<file path="config.mk">
export PLATFORM = sky130hd
export DESIGN_NAME = mips_issue_ctrl_flat
export DESIGN_NICKNAME = d
export VERILOG_FILES = /design/src/rtl/mips_issue_ctrl_pkg.sv /design/src/rtl/mips_issue_ctrl_if.sv /design/src/rtl/mips_issue_ctrl_fifo.sv /design/src/rtl/mips_issue_ctrl.sv /design/src/flat_wrapper.sv
export SDC_FILE = /design/constraint.sdc
export NUM_CORES = 1
export LEC_CHECK = 0
export BUFFER_PORTS_ARGS = -buffer_cell sky130_fd_sc_hd__buf_2
export CORE_UTILIZATION = 60
export DETAILED_ROUTE_END_ITERATION = 6
export PLACE_DENSITY = 0.82
export SLEW_MARGIN = 20
export SYNTH_ARGS = -nofsm -noshare
export SYNTH_HDL_FRONTEND = slang
export SYNTH_SLANG_ARGS = --single-unit
</file>
<file path="constraint.sdc">
create_clock -name clk -period 6.55 [get_ports clk]
set_input_delay 1.31 -clock clk [delete_from_list [all_inputs] [get_ports clk]]
set_output_delay 1.31 -clock clk [all_outputs]
set_load 0.02 [all_outputs]
</file>
<file path="src/rtl/mips_issue_ctrl_pkg.sv">
// Shared opcodes, instruction field layout and FSM encoding for the MIPS issue controller.
package mips_issue_ctrl_pkg;

  localparam int unsigned INSTR_W = 32;
  localparam int unsigned OP_W    = 6;
  localparam int unsigned REG_W   = 5;
  localparam int unsigned ST_W    = 2;

  localparam logic [OP_W-1:0] OP_RTYPE = 6'b000000;
  localparam logic [OP_W-1:0] OP_LW    = 6'b100011;
  localparam logic [OP_W-1:0] OP_SW    = 6'b101011;
  localparam logic [OP_W-1:0] OP_BEQ   = 6'b000100;

  localparam logic [INSTR_W-1:0] NOP_WORD = 32'h0;

  localparam logic [ST_W-1:0] ST_RUN   = 2'd0;
  localparam logic [ST_W-1:0] ST_STALL = 2'd1;
  localparam logic [ST_W-1:0] ST_FLUSH = 2'd2;

  // OP[31:26], RS[25:21], RT[20:16], remaining bits unused by hazard decode
  typedef struct packed {
    logic [OP_W-1:0]  op;
    logic [REG_W-1:0] rs;
    logic [REG_W-1:0] rt;
    logic [15:0]      rest;
  } instr_t;

  // rt is a true source only for R-type, SW and BEQ
  function automatic logic reads_rt(input logic [OP_W-1:0] op);
    return (op == OP_RTYPE) || (op == OP_SW) || (op == OP_BEQ);
  endfunction

endpackage

</file>
<file path="src/rtl/mips_issue_ctrl_if.sv">
// Fetch-side handshake, pipeline controls and issue-side outputs of the issue controller.
interface mips_issue_ctrl_if #(
  parameter int unsigned CNT_W = 16
) ();
  import mips_issue_ctrl_pkg::*;

  logic               in_valid;
  logic [INSTR_W-1:0] in_instr;
  logic               in_ready;
  logic               hold;
  logic               br_taken;
  logic [INSTR_W-1:0] issue_instr;
  logic               issue_valid;
  logic [CNT_W-1:0]   bubble_cnt;
  logic [CNT_W-1:0]   flush_cnt;

  modport master (
    output in_valid, in_instr, hold, br_taken,
    input  in_ready, issue_instr, issue_valid, bubble_cnt, flush_cnt
  );

  modport slave (
    input  in_valid, in_instr, hold, br_taken,
    output in_ready, issue_instr, issue_valid, bubble_cnt, flush_cnt
  );
endinterface

</file>
<file path="src/rtl/mips_issue_ctrl_fifo.sv">
// Instruction buffer: DEPTH x 32 FIFO with synchronous clear; head is read combinationally.
module mips_issue_ctrl_fifo
  import mips_issue_ctrl_pkg::*;
#(
  parameter int unsigned DEPTH = 4
) (
  input  logic               clk,
  input  logic               rst_n,
  input  logic               push_i,
  input  logic [INSTR_W-1:0] push_data_i,
  input  logic               pop_i,
  input  logic               clear_i,
  output logic [INSTR_W-1:0] head_o,
  output logic               full_o,
  output logic               empty_o
);
  localparam int unsigned PTR_W  = $clog2(DEPTH);
  localparam int unsigned FCNT_W = PTR_W + 1;

  logic [INSTR_W-1:0] mem_q [DEPTH];
  logic [PTR_W-1:0]   wr_q, rd_q;
  logic [FCNT_W-1:0]  cnt_q;

  always_ff @(posedge clk or negedge rst_n) begin
    if (!rst_n) begin
      wr_q  <= '0;
      rd_q  <= '0;
      cnt_q <= '0;
    end else if (clear_i) begin
      wr_q  <= '0;
      rd_q  <= '0;
      cnt_q <= '0;
    end else begin
      if (push_i) wr_q <= PTR_W'(wr_q + PTR_W'(1));
      if (pop_i)  rd_q <= PTR_W'(rd_q + PTR_W'(1));
      if (push_i && !pop_i)      cnt_q <= FCNT_W'(cnt_q + FCNT_W'(1));
      else if (pop_i && !push_i) cnt_q <= FCNT_W'(cnt_q - FCNT_W'(1));
    end
  end

  // storage needs no reset; occupancy is tracked by the pointers
  always_ff @(posedge clk) begin
    if (push_i && !clear_i) mem_q[wr_q] <= push_data_i;
  end

  assign head_o  = mem_q[rd_q];
  assign full_o  = (cnt_q == FCNT_W'(DEPTH));
  assign empty_o = (cnt_q == '0);

endmodule

</file>
<file path="src/rtl/mips_issue_ctrl.sv">
// Issue controller: buffers fetched words, inserts load-use bubbles and flushes on taken branches.
module mips_issue_ctrl
  import mips_issue_ctrl_pkg::*;
#(
  parameter int unsigned DEPTH     = 4,
  parameter int unsigned FLUSH_CYC = 2,
  parameter int unsigned CNT_W     = 16
) (
  input  logic               clk,
  input  logic               rst_n,
  mips_issue_ctrl_if.slave   bus
);
  localparam int unsigned FC_W = (FLUSH_CYC > 1) ? $clog2(FLUSH_CYC) : 1;

  logic [ST_W-1:0]    state_q, state_d;
  logic [FC_W-1:0]    fcnt_q, fcnt_d;
  logic [INSTR_W-1:0] instr_q, instr_d;
  logic               valid_q, valid_d;
  logic               lw_flag_q, lw_flag_d;
  logic [REG_W-1:0]   lw_rt_q, lw_rt_d;
  logic [CNT_W-1:0]   bub_q, bub_d;
  logic [CNT_W-1:0]   flu_q, flu_d;

  logic [INSTR_W-1:0] fifo_head;
  logic               fifo_full, fifo_empty;
  logic               push, pop, clear;
  logic               hazard;
  instr_t             head;

  assign bus.in_ready = !fifo_full && (state_q != ST_FLUSH) && !bus.br_taken;
  assign push         = bus.in_valid && bus.in_ready;
  assign head         = instr_t'(fifo_head);

  // load-use: previous issue was an LW writing a register the head reads
  assign hazard = lw_flag_q && (lw_rt_q != '0) &&
                  ((head.rs == lw_rt_q) || (reads_rt(head.op) && (head.rt == lw_rt_q)));

  mips_issue_ctrl_fifo #(.DEPTH(DEPTH)) u_fifo (
    .clk         (clk),
    .rst_n       (rst_n),
    .push_i      (push),
    .push_data_i (bus.in_instr),
    .pop_i       (pop),
    .clear_i     (clear),
    .head_o      (fifo_head),
    .full_o      (fifo_full),
    .empty_o     (fifo_empty)
  );

  always_ff @(posedge clk or negedge rst_n) begin
    if (!rst_n) begin
      state_q   <= ST_RUN;
      fcnt_q    <= '0;
      instr_q   <= NOP_WORD;
      valid_q   <= 1'b0;
      lw_flag_q <= 1'b0;
      lw_rt_q   <= '0;
      bub_q     <= '0;
      flu_q     <= '0;
    end else begin
      state_q   <= state_d;
      fcnt_q    <= fcnt_d;
      instr_q   <= instr_d;
      valid_q   <= valid_d;
      lw_flag_q <= lw_flag_d;
      lw_rt_q   <= lw_rt_d;
      bub_q     <= bub_d;
      flu_q     <= flu_d;
    end
  end

  always_comb begin
    state_d   = state_q;
    fcnt_d    = fcnt_q;
    instr_d   = instr_q;
    valid_d   = valid_q;
    lw_flag_d = lw_flag_q;
    lw_rt_d   = lw_rt_q;
    bub_d     = bub_q;
    flu_d     = flu_q;
    pop       = 1'b0;
    clear     = 1'b0;

    if (bus.br_taken) begin
      clear     = 1'b1;
      lw_flag_d = 1'b0;
      instr_d   = NOP_WORD;
      valid_d   = 1'b0;
      flu_d     = (&flu_q) ? flu_q : CNT_W'(flu_q + CNT_W'(1));
      fcnt_d    = FC_W'(FLUSH_CYC - 1);
      state_d   = ST_FLUSH;
    end else if (!bus.hold) begin
      case (state_q)
        ST_RUN, ST_STALL: begin
          if (fifo_empty) begin
            instr_d   = NOP_WORD;
            valid_d   = 1'b0;
            lw_flag_d = 1'b0;
            state_d   = ST_RUN;
          end else if (hazard && (state_q == ST_RUN)) begin
            instr_d = NOP_WORD;
            valid_d = 1'b0;
            bub_d   = (&bub_q) ? bub_q : CNT_W'(bub_q + CNT_W'(1));
            state_d = ST_STALL;
          end else begin
            // the bubble (if any) is spent; issue head and track it as last op
            pop       = 1'b1;
            instr_d   = INSTR_W'(head);
            valid_d   = 1'b1;
            lw_flag_d = (head.op == OP_LW);
            lw_rt_d   = head.rt;
            state_d   = ST_RUN;
          end
        end
        ST_FLUSH: begin
          instr_d = NOP_WORD;
          valid_d = 1'b0;
          if (fcnt_q == '0) state_d = ST_RUN;
          else              fcnt_d  = FC_W'(fcnt_q - FC_W'(1));
        end
        default: state_d = ST_RUN;
      endcase
    end
  end

  assign bus.issue_instr = instr_q;
  assign bus.issue_valid = valid_q;
  assign bus.bubble_cnt  = bub_q;
  assign bus.flush_cnt   = flu_q;

endmodule

</file>
<file path="src/flat_wrapper.sv">
// flat-port wrapper written by rule: the top's interface ports become plain ports
module mips_issue_ctrl_flat import mips_issue_ctrl_pkg::*;
#(
  parameter int unsigned DEPTH     = 4,
  parameter int unsigned FLUSH_CYC = 2,
  parameter int unsigned CNT_W     = 16
)
  (clk, rst_n, bus_in_valid, bus_in_instr, bus_hold, bus_br_taken, bus_in_ready, bus_issue_instr, bus_issue_valid, bus_bubble_cnt, bus_flush_cnt);
  mips_issue_ctrl_if #(.CNT_W(CNT_W)) bus_i ();
  input  logic clk;
  input  logic rst_n;
  input wire logic [$bits(bus_i.in_valid)-1:0] bus_in_valid;
  input wire logic [$bits(bus_i.in_instr)-1:0] bus_in_instr;
  input wire logic [$bits(bus_i.hold)-1:0] bus_hold;
  input wire logic [$bits(bus_i.br_taken)-1:0] bus_br_taken;
  output wire logic [$bits(bus_i.in_ready)-1:0] bus_in_ready;
  output wire logic [$bits(bus_i.issue_instr)-1:0] bus_issue_instr;
  output wire logic [$bits(bus_i.issue_valid)-1:0] bus_issue_valid;
  output wire logic [$bits(bus_i.bubble_cnt)-1:0] bus_bubble_cnt;
  output wire logic [$bits(bus_i.flush_cnt)-1:0] bus_flush_cnt;
  assign bus_i.in_valid = bus_in_valid;
  assign bus_i.in_instr = bus_in_instr;
  assign bus_i.hold = bus_hold;
  assign bus_i.br_taken = bus_br_taken;
  assign bus_in_ready = bus_i.in_ready;
  assign bus_issue_instr = bus_i.issue_instr;
  assign bus_issue_valid = bus_i.issue_valid;
  assign bus_bubble_cnt = bus_i.bubble_cnt;
  assign bus_flush_cnt = bus_i.flush_cnt;
  mips_issue_ctrl #(.DEPTH(DEPTH), .FLUSH_CYC(FLUSH_CYC), .CNT_W(CNT_W)) u_core (.clk(clk), .rst_n(rst_n), .bus(bus_i));
endmodule
</file>
==> flow_metrics.env <==
export IMPL_ys_types=51
export IMPL_status="finished, final reports clean"
export IMPL_ys_seq_elements=209
export IMPL_area_delta_synth_final_pct=15.9
export IMPL_post_dp_cell_area_mm2=0.00896
export IMPL_dp_slack_ns=2.14
export IMPL_synth_top_family_by_area="multiplexers"
export IMPL_synth_top_area_share_pct=46.4
export IMPL_wire_per_inst_um=20.6
export IMPL_grt_use_total_pct=23.9
export IMPL_path_delay_family="simple AND/OR/NAND/NOR gates"
export IMPL_core_mm2=0.0133
export IMPL_synthTopCellsByArea="edfxtp_1 46%, dfrtp_1 24%, mux4_2 8.7%"
export IMPL_portBuffers=102
export IMPL_max_freq_mhz=229
export IMPL_crit_required_ns=6.96
export IMPL_synthCells=481
export IMPL_cp_start_kind="register"
export IMPL_num_rows=42
export IMPL_gp_congestion=0.804
export IMPL_path_cells="buf_4 -> mux4_2 -> or4_4 -> a2111oi_4 -> o21ai_2 -> and3b_1 -> inv_2 -> ha_1 -> fa_1 -> xnor2_1 -> or3_1 -> a21oi_1"
export IMPL_vias=4661
export IMPL_ios=103
export IMPL_final_cell_mix="128 x edfxtp_1, 101 x buf_2, 80 x dfrtp_1"
export IMPL_drt_pass1_iterations=4
export IMPL_max_stage_delay_ns=0.93
export IMPL_path_buf_inv=2
export IMPL_synth_simple_area_share_pct=6.29
export IMPL_path_class="register to register"
export IMPL_yosys_area_top_type="edfxtp_1"
export IMPL_synth_nets=526
export IMPL_finalCritPeriodShare_pct=66.6
export IMPL_synth_edff_count=128
export IMPL_synth_fa_ha_area_share_pct=1.30
export IMPL_via_per_inst=5.95
export IMPL_grt_pass1_vias=4874
export IMPL_drive_gt1_share_pct=30.5
export IMPL_cts_max_path_buffers=3
export IMPL_htreeDepth=1
export IMPL_synthesis_area_mm2=0.00828
export IMPL_arrival_ns=4.78
export IMPL_vdd_drop_max_v=0.000242
export IMPL_synthFlopType="edfxtp_1"
export IMPL_hold_path_class="register to register"
export IMPL_insertion_delay_ns=0.50
export IMPL_dpl_hpwl_um=9740
export IMPL_start_util_pct=62.0
export IMPL_maxSlewViolCount=0
export IMPL_drc=0
export IMPL_fin_nets=636
export IMPL_final_area_mm2=0.00959
export IMPL_cts_tree="yes"
export IMPL_drt_iter0_drc=407
export IMPL_cap_violations=0
export IMPL_setup_tns_ns=0
export IMPL_synth_compound_area_share_pct=5.33
export IMPL_post_cts_buffers=0
export IMPL_avgSynthCellArea_um2=17.2
export IMPL_path_max_fanout=26
export IMPL_cts_resized=0
export IMPL_slowest_stage="dfrtp_2"
export IMPL_finalWirelength_um=16100
export IMPL_finalCriticalPeriod_ns=4.36
export IMPL_grt_pass1_wl_um=25900
export IMPL_power_density_mw_per_mm2=284
export IMPL_fillers=829
export IMPL_finalPower_mw=2.73
export IMPL_final_common_cell="edfxtp_1"
export IMPL_synthMuxAreaShare_pct=9.91
export IMPL_clock_skew_ns=0.0138
export IMPL_cts_sinks=209
export IMPL_yosys_warnings=0
export IMPL_grt_start_max_net_pins=82
export IMPL_clk_pin_slew_ns=0.06
export IMPL_die_w_um=119
export IMPL_die_y_um=119
export IMPL_hold_buffers=0
export IMPL_tightest_slew_ns=0.883
export IMPL_fin_ws_ns=2.19
export IMPL_relSlewSlack_pct=41.1
export IMPL_ctsRootBufferMaster="clkbuf_16"
export IMPL_end_kind="register"
export IMPL_total_leakage_power_nw=3.89
export IMPL_dieArea_mm2=0.0143
export IMPL_rsz0062_at_grt="no"
export IMPL_cts_made_buffers=21
export IMPL_grt_overflow_total=0
export IMPL_antenna_found_initial=0
export IMPL_ys_seq_area_share_pct=70.9
export IMPL_async_flop_share_pct=38.8
export IMPL_ant_nets=0
export IMPL_setup_viol=0
export IMPL_hold_violations=0
export IMPL_synth_xor_area_share_pct=4.55
## synthesized netlist by cell type (6+ instances only)
master    number
a22o_1        32
and3_1         8
clkbuf_1      12
dfrtp_1       81
edfxtp_1     128
ha_1           7
inv_1         10
mux2_1         7
mux4_2        32
nand2_1       20
nand3_1        9
nand4_1        8
nor2_1        24
nor3_2         6
xnor2_1       21
xor2_1        22
## state kept, by name, summed over array words and instances, names as in the netlist
| signal | cells |
|---|---|
| u_core.bus.bubble_cnt | 16 |
| u_core.bus.flush_cnt | 16 |
| u_core.bus.issue_instr | 32 |
| u_core.bus.issue_valid | 1 |
| u_core.fcnt_q | 1 |
| u_core.lw_flag_q | 1 |
| u_core.lw_rt_q | 5 |
| u_core.state_q | 2 |
| u_core.u_fifo.cnt_q | 3 |
| u_core.u_fifo.mem_q | 128 |
| u_core.u_fifo.rd_q | 2 |
| u_core.u_fifo.wr_q | 2 |
## worst register-to-register path, stage by stage, from the launching register on
cell       delay [ns]
dfrtp_2          0.93
buf_4            0.39
mux4_2           0.58
or4_4            0.56
a2111oi_4        0.41
o21ai_2          0.15
and3b_1          0.23
inv_2            0.07
ha_1             0.22
fa_1             0.23
xnor2_1          0.08
or3_1            0.31
a21oi_1          0.15
## cells by family after synthesis
logic type,Yosys count
adders and majority gates,8
and+or+nand+nor,97
muxes,41
xor gates and xnor gates,43
buffers and inverters,31
AOI/OAI and AO/OA,52
DFF,209
## final timing paths
kind / from / to / slack [ns] / cells past startpoint
min in group asynchronous: rst_n / u_core.bus.bubble_cnt[3] / 0.85 / 1
setup reg to reg: u_core.u_fifo.rd_q[0] / u_core.u_fifo.cnt_q[2] / 2.19 / 12
hold / removal: u_core.bus.flush_cnt[11] / u_core.bus.flush_cnt[11] / 0.48 / 1
setup / recovery: u_core.u_fifo.rd_q[0] / u_core.u_fifo.cnt_q[2] / 2.19 / 12
hold reg to reg: u_core.bus.flush_cnt[11] / u_core.bus.flush_cnt[11] / 0.48 / 1
max in group asynchronous: rst_n / u_core.u_fifo.rd_q[0] / 5.12 / 1
## per-stage QoR
| step | hold WS [ns] | instances | util [%] |
|---|---|---|---|
| 3_5_place_dp | 0.474 | 744 | 67.1 |
| 4_1_cts | 0.485 | 782 | 71.8 |
| 5_1_grt | 0.508 | 782 | 71.9 |
| 3_3_place_gp | 0.467 | 744 | 67.1 |
| 6_report | 0.478 | 783 | 71.9 |
| 2_1_floorplan | 0.472 | 481 | - |
## layer usage
metal / track usage (%) / vias up / share of wire (%)
met5: 0 / - / 0
met4: 7.34 / 0 / 2.5
met3: 5.08 / 32 / 6.0
met2: 40.2 / 154 / 51
met1: 31.5 / 2405 / 41
li1: - / 2070 / -
## report_power, final
part	switching [mW]	internal (mW)	total [mW]	leakage [nW]
registers	0.0350	1.43	1.47	2.25
clock network	0.466	0.628	1.09	0.309
logic	0.0986	0.0654	0.164	1.33
total	0.600	2.13	2.73	3.89
## cell type report
type | instances | area, um^2 | share of cell area, %
flip-flops and latches | 209 | 5870 | 61.2
multi-input cells | 241 | 2270 | 23.7
clock buffers | 32 | 597 | 6.22
repair buffers | 107 | 554 | 5.78
well taps | 176 | 220 | 2.30
inverters | 11 | 41.3 | 0.430
clock inverters | 6 | 31.3 | 0.326
diodes | 1 | 2.50 | 0.0261
(Power assumes the default switching activity.)
